$ cat src/rtl/alu_pipe.sv
// -----------------------------------------------------------------------------
// alu_pipe
//   Two-stage pipelined ALU with eight opcodes over WIDTH-bit operands.
//   Stage 1 captures the accepted operand beat. Stage 2 computes the result and
//   the registered {N,V,C,Z} status flags and presents them downstream.
//   The latency is fixed and the pipeline accepts one beat per cycle.
//
//   Handshake (both sides): a beat transfers on a rising edge where
//   valid && ready are both high. The producer holds valid and the payload
//   stable until the transfer. in_ready is a combinational function of v1 and
//   out_ready, so a full pipe with a draining consumer still accepts a new
//   beat in the same cycle.
//
//   Optional feature: define ALU_ACC_EN to add an accumulator. When acc_sel is
//   captured high, operand A is the result of the previous beat instead of x.
//   Without the macro, acc_sel is ignored.
//
// Ports
//   aclk, aresetn         clock (rising edge), asynchronous active-low reset
//   in_valid / in_ready   operand beat handshake
//   x, y, opcode, acc_sel operand beat payload
//   out_valid / out_ready result beat handshake
//   result, status        registered result and {N,V,C,Z}
// -----------------------------------------------------------------------------
module alu_pipe #(
  parameter int WIDTH = 13
) (
  input  logic             aclk,
  input  logic             aresetn,
  input  logic             in_valid,
  output logic             in_ready,
  input  logic [WIDTH-1:0] x,
  input  logic [WIDTH-1:0] y,
  input  logic [2:0]       opcode,
  input  logic             acc_sel,
  output logic             out_valid,
  input  logic             out_ready,
  output logic [WIDTH-1:0] result,
  output logic [3:0]       status
);

  localparam int SHW = $clog2(WIDTH);

  typedef enum logic [2:0] {
    OP_ADD = 3'd0,
    OP_SUB = 3'd1,
    OP_AND = 3'd2,
    OP_OR  = 3'd3,
    OP_XOR = 3'd4,
    OP_SHL = 3'd5,
    OP_SHR = 3'd6,
    OP_MUL = 3'd7
  } op_e;

  // Stage 1 registers
  logic             v1_q, v1_d;
  logic [WIDTH-1:0] x1_q, x1_d;
  logic [WIDTH-1:0] y1_q, y1_d;
  logic [2:0]       op1_q, op1_d;

  // Stage 2 registers
  logic             out_valid_q, out_valid_d;
  logic [WIDTH-1:0] result_q, result_d;
  logic [3:0]       status_q, status_d;

  logic adv1, adv2;

`ifdef ALU_ACC_EN
  logic             sel1_q, sel1_d;
  logic [WIDTH-1:0] acc_q, acc_d;
`else
  logic unused_acc_sel;
  assign unused_acc_sel = acc_sel;
`endif

  // Datapath intermediates
  logic [WIDTH-1:0]   op_a, op_b;
  logic [WIDTH:0]     sum_w, diff_w;
  logic [2*WIDTH-1:0] prod_w;
  logic [WIDTH:0]     shl_w, shr_w;
  logic [SHW-1:0]     shamt;
  logic               shift_big;
  logic [WIDTH-1:0]   calc_res;
  logic               calc_c, calc_v;

  // Stage 2 advances when empty or when its beat is being taken; stage 1
  // advances when empty or when stage 2 advances.
  always_comb begin
    adv2     = !out_valid_q || out_ready;
    adv1     = !v1_q || adv2;
    in_ready = adv1;
  end

  // Stage 1 next state
  always_comb begin
    v1_d  = v1_q;
    x1_d  = x1_q;
    y1_d  = y1_q;
    op1_d = op1_q;
`ifdef ALU_ACC_EN
    sel1_d = sel1_q;
`endif
    if (adv1) begin
      v1_d = in_valid;
      if (in_valid) begin
        x1_d  = x;
        y1_d  = y;
        op1_d = opcode;
`ifdef ALU_ACC_EN
        sel1_d = acc_sel;
`endif
      end
    end
  end

  // Stage 2 combinational ALU
  always_comb begin
`ifdef ALU_ACC_EN
    op_a = sel1_q ? acc_q : x1_q;
`else
    op_a = x1_q;
`endif
    op_b   = y1_q;
    sum_w  = {1'b0, op_a} + {1'b0, op_b};
    // Bit WIDTH of the difference is the unsigned borrow.
    diff_w = {1'b0, op_a} - {1'b0, op_b};
    prod_w = {{WIDTH{1'b0}}, op_a} * {{WIDTH{1'b0}}, op_b};
    shamt     = op_b[SHW-1:0];
    shift_big = (op_b >= WIDTH'(WIDTH));
    // The extra bit catches the last bit shifted out; it stays 0 for a zero shift.
    shl_w  = {1'b0, op_a} << shamt;
    shr_w  = {op_a, 1'b0} >> shamt;

    calc_res = '0;
    calc_c   = 1'b0;
    calc_v   = 1'b0;
    case (op_e'(op1_q))
      OP_ADD: begin
        calc_res = sum_w[WIDTH-1:0];
        calc_c   = sum_w[WIDTH];
        calc_v   = (op_a[WIDTH-1] == op_b[WIDTH-1]) &&
                   (sum_w[WIDTH-1] != op_a[WIDTH-1]);
      end
      OP_SUB: begin
        calc_res = diff_w[WIDTH-1:0];
        calc_c   = diff_w[WIDTH];
        calc_v   = (op_a[WIDTH-1] != op_b[WIDTH-1]) &&
                   (diff_w[WIDTH-1] != op_a[WIDTH-1]);
      end
      OP_AND: calc_res = op_a & op_b;
      OP_OR:  calc_res = op_a | op_b;
      OP_XOR: calc_res = op_a ^ op_b;
      OP_SHL: begin
        if (!shift_big) begin
          calc_res = shl_w[WIDTH-1:0];
          calc_c   = shl_w[WIDTH];
        end
      end
      OP_SHR: begin
        if (!shift_big) begin
          calc_res = shr_w[WIDTH:1];
          calc_c   = shr_w[0];
        end
      end
      OP_MUL: begin
        calc_res = prod_w[WIDTH-1:0];
        calc_c   = |prod_w[2*WIDTH-1:WIDTH];
      end
      default: begin
        calc_res = '0;
      end
    endcase
  end

  // Stage 2 next state
  always_comb begin
    out_valid_d = out_valid_q;
    result_d    = result_q;
    status_d    = status_q;
`ifdef ALU_ACC_EN
    acc_d = acc_q;
`endif
    if (adv2) begin
      out_valid_d = v1_q;
      if (v1_q) begin
        result_d = calc_res;
        status_d = {calc_res[WIDTH-1], calc_v, calc_c, (calc_res == '0)};
`ifdef ALU_ACC_EN
        acc_d = calc_res;
`endif
      end
    end
  end

  always_ff @(posedge aclk or negedge aresetn) begin
    if (!aresetn) begin
      v1_q        <= 1'b0;
      x1_q        <= '0;
      y1_q        <= '0;
      op1_q       <= '0;
      out_valid_q <= 1'b0;
      result_q    <= '0;
      status_q    <= '0;
`ifdef ALU_ACC_EN
      sel1_q <= 1'b0;
      acc_q  <= '0;
`endif
    end else begin
      v1_q        <= v1_d;
      x1_q        <= x1_d;
      y1_q        <= y1_d;
      op1_q       <= op1_d;
      out_valid_q <= out_valid_d;
      result_q    <= result_d;
      status_q    <= status_d;
`ifdef ALU_ACC_EN
      sel1_q <= sel1_d;
      acc_q  <= acc_d;
`endif
    end
  end

  assign out_valid = out_valid_q;
  assign result    = result_q;
  assign status    = status_q;

endmodule
$ cat config.mk
export PLATFORM = sky130hd
export DESIGN_NAME = alu_pipe
export DESIGN_NICKNAME = d
export VERILOG_FILES = /design/src/rtl/alu_pipe.sv
export SDC_FILE = /design/constraint.sdc
export NUM_CORES = 1
export LEC_CHECK = 0
export CORE_MARGIN = 1
export CORE_UTILIZATION = 45
export DETAILED_ROUTE_END_ITERATION = 8
export DONT_BUFFER_PORTS = 1
export PLACE_DENSITY = 0.57
export SYNTH_ARGS = -nofsm -noshare
export SYNTH_HDL_FRONTEND = slang
export SYNTH_SLANG_ARGS = --single-unit
$ cat constraint.sdc
create_clock -name aclk -period 7.5 [get_ports aclk]
set_input_delay 2.25 -clock aclk [delete_from_list [all_inputs] [get_ports aclk]]
set_output_delay 2.25 -clock aclk [all_outputs]
set_load 0.02 [all_outputs]
# [Word-level counts from Yosys, hierarchy flattened]
# Index checks and enable logic that the tools add are counted.
# Widths: inputs -> output; s select.
[word_totals] regBits=48 in_bits=34 out_inout_bits=19
[classes] n_addsub=2 n_mul=1 order_cmp=1 eq_ne=11 n_shift=2 mux=7 bitwise=3 reduce_logical=11
[op_table] op="$pmux 13 s8" count=1
[op_table] op="$mul 13x13->26" count=1
[op_table] op="$mux 13" count=2
[op_table] op="$add 13x13->14" count=1
[op_table] op="$shl 13x4->14" count=1
[op_table] op="$shr 14x4->14" count=1
[op_table] op="$sub 13x13->14" count=1
[op_table] op="$and 13x13->13" count=1
[op_table] op="$ge 13x4->1 const B" count=1
[op_table] op="$logic_not 13->1" count=1
[op_table] op="$or 13x13->13" count=1
[op_table] op="$reduce_or 13->1" count=1
[op_table] op="$xor 13x13->13" count=1
[op_table] op="$eq 3x3->1 const B" count=4
[op_table] op="$eq 3x2->1 const B" count=2
[op_table] op="$pmux 1 s5" count=1
[op_table] op="$reduce_and 2->1" count=2
[op_table] op="$eq 3x1->1 const B" count=1
[op_table] op="$logic_not 3->1" count=1
[op_table] op="$ne 1x1->1" count=3
[op_table] op="$logic_and 1x1->1" count=2
[op_table] op="$logic_not 1->1" count=2
[op_table] op="$logic_or 1x1->1" count=2
[op_table] op="$mux 1" count=2
[op_table] op="other kinds (2)" count=2

# [Longest topological paths before layout]
[depth] ltp_word=4 ltp_mapped=24 depth_no_buf=21

# [Least setup slack after synthesis]
# No wires, ideal clock.
[synth_path] path_type="reg2reg" start="register y1_q[2] (netlist: op_b[2])" end="register status_q[1] (netlist: status[1])" t_arrival_ps=6228 required_time_ps=7380 path_slack_ps=1151 path_stages_with_launch=24 path_buffers=2 period_less_slack_ps=6349 cell_sequence="dfrtp_1 > inv_1 > buf_1 > buf_1 > nor2_1 > fa_1 > inv_1 > fa_1 > inv_1 > fa_1 > fa_1 > inv_1 > fa_1 > inv_1 > ha_1 > a21oi_1 > o221ai_1 > or4_1 > or4_1 > nor4_1 > nand4_1 > a2111oi_0 > a31oi_1 > o211a_1"
[synth_via] elab_chain_len=3 word_cells_on_any_way=10
[synth_lines] item="from (decl)" line_no="58" source="logic [WIDTH-1:0] y1_q, y1_d;"
[synth_lines] item="from (signal assigned)" line_no="211" source="y1_q <= y1_d;"
[synth_lines] item="$mul 13x13->26, or another cell as far along" line_no="127" source="prod_w = {{WIDTH{1'b0}}, op_a} * {{WIDTH{1'b0}}, op_b};"
[synth_lines] item="$reduce_or 13->1, or another cell as far along" line_no="167" source="calc_c = |prod_w[2*WIDTH-1:WIDTH];"
[synth_lines] item="$pmux 1 s5 *" line_no="137" source="case (op_e'(op1_q))"
[synth_lines] item="to (signal assigned)" line_no="215" source="status_q <= status_d;"
[synth_lines] item="to (decl)" line_no="64" source="logic [3:0] status_q, status_d;"
# Mark *: on every way between the ends. The rest lies on a longest branch, timed or not.
# A chain may end at the register's enable or synchronous reset.

# [Worst setup path in the final report]
[layout_path] start="register y1_q[5] (netlist: op_b[5])" end="register status_q[1] (netlist: status[1])"
[layout_via] elab_chain_len=3 word_cells_on_any_way=8
[layout_lines] item="$mul 13x13->26 or $ge 13x4->1 (tied branches)" line_no="127, 129"
[layout_lines] item="$reduce_or 13->1, or another cell as far along" line_no="167"
[layout_lines] item="$pmux 1 s5 *" line_no="137"
# Marks and branches as above.

==> impl_results.md <==
* Top post-synthesis cells by area: fa_1 23%, ha_1 13%, dfrtp_1 11%
* Top delay family on crit path: adder cells
* Peak Freq at 0.146 GHz
* Commonest non-fill, non-tap cell in the layout: inv_1
* Seq/Total Area, Yosys at 11.1%
* Hold_sp: v1_q
* Number of global-route vias before repair at roughly 8700
* Core Rows at 55
* Pin count of the biggest net entering global routing at 48
* Pre-antenna DRT Iters at 5
* Commonest non-fill, non-tap cells in the layout: 201 x inv_1, 140 x nand2_1, 136 x nor2_1
* Tcrit/Tclk final at 91.2%
* Crit path buffers/inverters at 3
* Leading area contributor after synthesis: fa_1
* CP Max Fanout at 14
* Final worst path period need at 6.84 ns
* Post-CTS setup buffers at 0
* Post-Syn Nets at 1542
* Setup TNS at 0 ns
* CP peak stage delay at 0.72 ns
* FILL cells at ~2300
* Main synth FF type: dfrtp_1
* Mapped Cells at roughly 1300
* Setup Skew at 0.00679 ns
* Clock Path Buffers at 2
* Grt total ovfl at 0
* RSZ-0062 raised after global routing: no
* Post-CTS sizing at 0
* Drt drc at 0
* Diodes inserted at 0
* Area occupied by multi-input gates at 8340 um^2
* Clock Latency Late Sink at 0.31 ns
* Area Growth Syn to Fin at 4.40%
* Avg Cell Area, Syn at 8.33 um^2
* Num CTS Buffers at 5
* Number of synthesized register bits at 47
* Synth warnings at 0
* Routability Congestion at 0.959
* Core Area at 22900 um^2
* Final wirelength at approximately 33000 um
* CP max-delay cell: dfrtp_1
* First-pass GRT wire length at approximately 51000 um
* FF+latch area at 1180 um^2
* Clock slew at reported path FFs at roughly 0.08 ns
* Post-synth EDFFs at 0
* Number of nets in the layout at 1509
* Total global-route track usage at 27.8%
* Vias/cell at 5.88
* Synthesized area at 10600 um^2
* Die Y at 156 um
* CP required at 7.70 ns
* Final setup viols at 0
* Final hold viol count at 0
* CTS H-Tree Depth at 2
* Most used cell, CP: fa_1
* Total Die Area at ~24000 um^2
* Critical Path Source: op_b[5]
* RR Startpoint: op_b[5]
* Hold Buf Count CTS at 0
* Worst path arrival time at 7.04 ns
* Async S/R FF share, synth at 100%
* CTS tree: built
* Initial Util at 46.3%
* HP Class: reg -> reg
* Max Transition Viols Final at 0
* I/O pin count at 53
* Vias at 9136
* Startpoint Class: flip-flop
* Initial antenna violation count at 1
* Status: completed
* Yosys top cell area share at 23.2%
* Die X at 156 um
* Max-cap violations at 0
* Final HPWL DP at between 20000 and 30000 um
* Worst-margin pin slew at 0.848 ns
* Worst slew margin at 43.3%
* Setup crit end kind: flip-flop
* CTS sink count at 47
* Routed len/inst at 21.3 um
* Worst Path Class, Setup: reg -> reg
* CTS root buf: clkbuf_16
* Antenna Violating Nets Remaining at 0
* Critical Path, Cell by Cell: inv_1 -> nor2_1 -> fa_1 -> inv_1 -> fa_1 -> fa_1 -> fa_1 -> fa_1 -> inv_1 -> ha_1 -> a211oi_1 -> nand2_1 -> nor4_1 -> o31ai_1 -> a21oi_1 -> o211ai_1 -> a2111oi_0 -> a31oi_1 -> o211a_1
* # port buffers at 0
* Layout cell share with drive strength beyond 1 at 8.94%
* DR iter-0 viols at roughly 740
* Distinct cells, synth at 81
area by class of cell:
| cell class | count | area share, % |
|---|---|---|
| Multi-Input combinational cell | 946 | 75.2 |
| Sequential cell | 47 | 10.6 |
| Inverter | 207 | 7.01 |
| Tap cell | 313 | 3.53 |
| Timing Repair Buffer | 34 | 2.30 |
| Clock buffer | 5 | 1.13 |
| Clock inverter | 3 | 0.203 |
per-stage QoR:
stage	util (%)	cell area, um^2	std cells	hold WS (ns)	setup slack (ns)
final	48.4	11100	1555	0.530	0.658
after global routing	48.4	11100	1555	0.574	0.344
after CTS	48.4	11100	1555	0.541	0.725
after global placement	47.7	10900	1547	0.514	0.723
after floorplan	-	10600	1274	0.480	1.15
after detailed placement	47.7	10900	1547	0.532	0.761
layer usage:
metal	part of all wire, %	global-route usage (%)	routed length [um]	up-vias
met2	45	42.0	14800	391
met4	3.0	8.03	975	2
met1	43	39.4	14100	4522
met5	0.042	0	14	-
met3	9.7	6.72	3210	56
li1	-	-	-	4165
state kept, by name, summed over array words and instances (netlist names):
| name | flops |
|---|---|
| op1_q | 3 |
| result | 13 |
| status | 3 |
| op_b | 13 |
| v1_q | 1 |
| out_valid | 1 |
| op_a | 13 |
worst reg2reg max path: stages (launching register included):
cell	delay, ns
dfrtp_1	0.72
inv_1	0.34
nor2_1	0.22
fa_1	0.43
inv_1	0.10
fa_1	0.44
fa_1	0.48
fa_1	0.52
fa_1	0.54
inv_1	0.04
ha_1	0.36
a211oi_1	0.32
nand2_1	0.09
nor4_1	0.60
o31ai_1	0.17
a21oi_1	0.22
o211ai_1	0.12
a2111oi_0	0.45
a31oi_1	0.29
o211a_1	0.28
Yosys cell counts, drive strengths merged, types with 24 or more instances:
cell type    n
nor2       136
clkbuf      50
a21oi       59
fa         123
ha         111
dfrtp       47
inv        202
nand2      140
nor3        27
mux2        46
buf         24
o21ai       54
path summary, 6_finish.rpt:
kind	to	cells after the start	slack, ns
worst max-delay path	status[1]	19	0.66
worst min-delay path	out_valid	1	0.53
worst max register to register	status[1]	19	0.66
worst min register to register	out_valid	1	0.53
max in group asynchronous	op_a[5]	0	5.75
min in group asynchronous	op_a[2]	0	1.63
logic make-up (layout without fill, tap and decap cells):
group	count (synthesis)	count (layout)	share of synthesized area, %
buf+inv	281	249	10.4
mux	75	75	9.75
simple gates	386	386	16.3
flops	47	47	11.1
compound gates	230	230	14.4
xor+xnor	21	21	1.73
fa+ha+maj	234	234	36.3
Power is left out: the tool's default activity adds up to more than one toggle a clock period on the data nets, which glitch-free logic cannot reach.
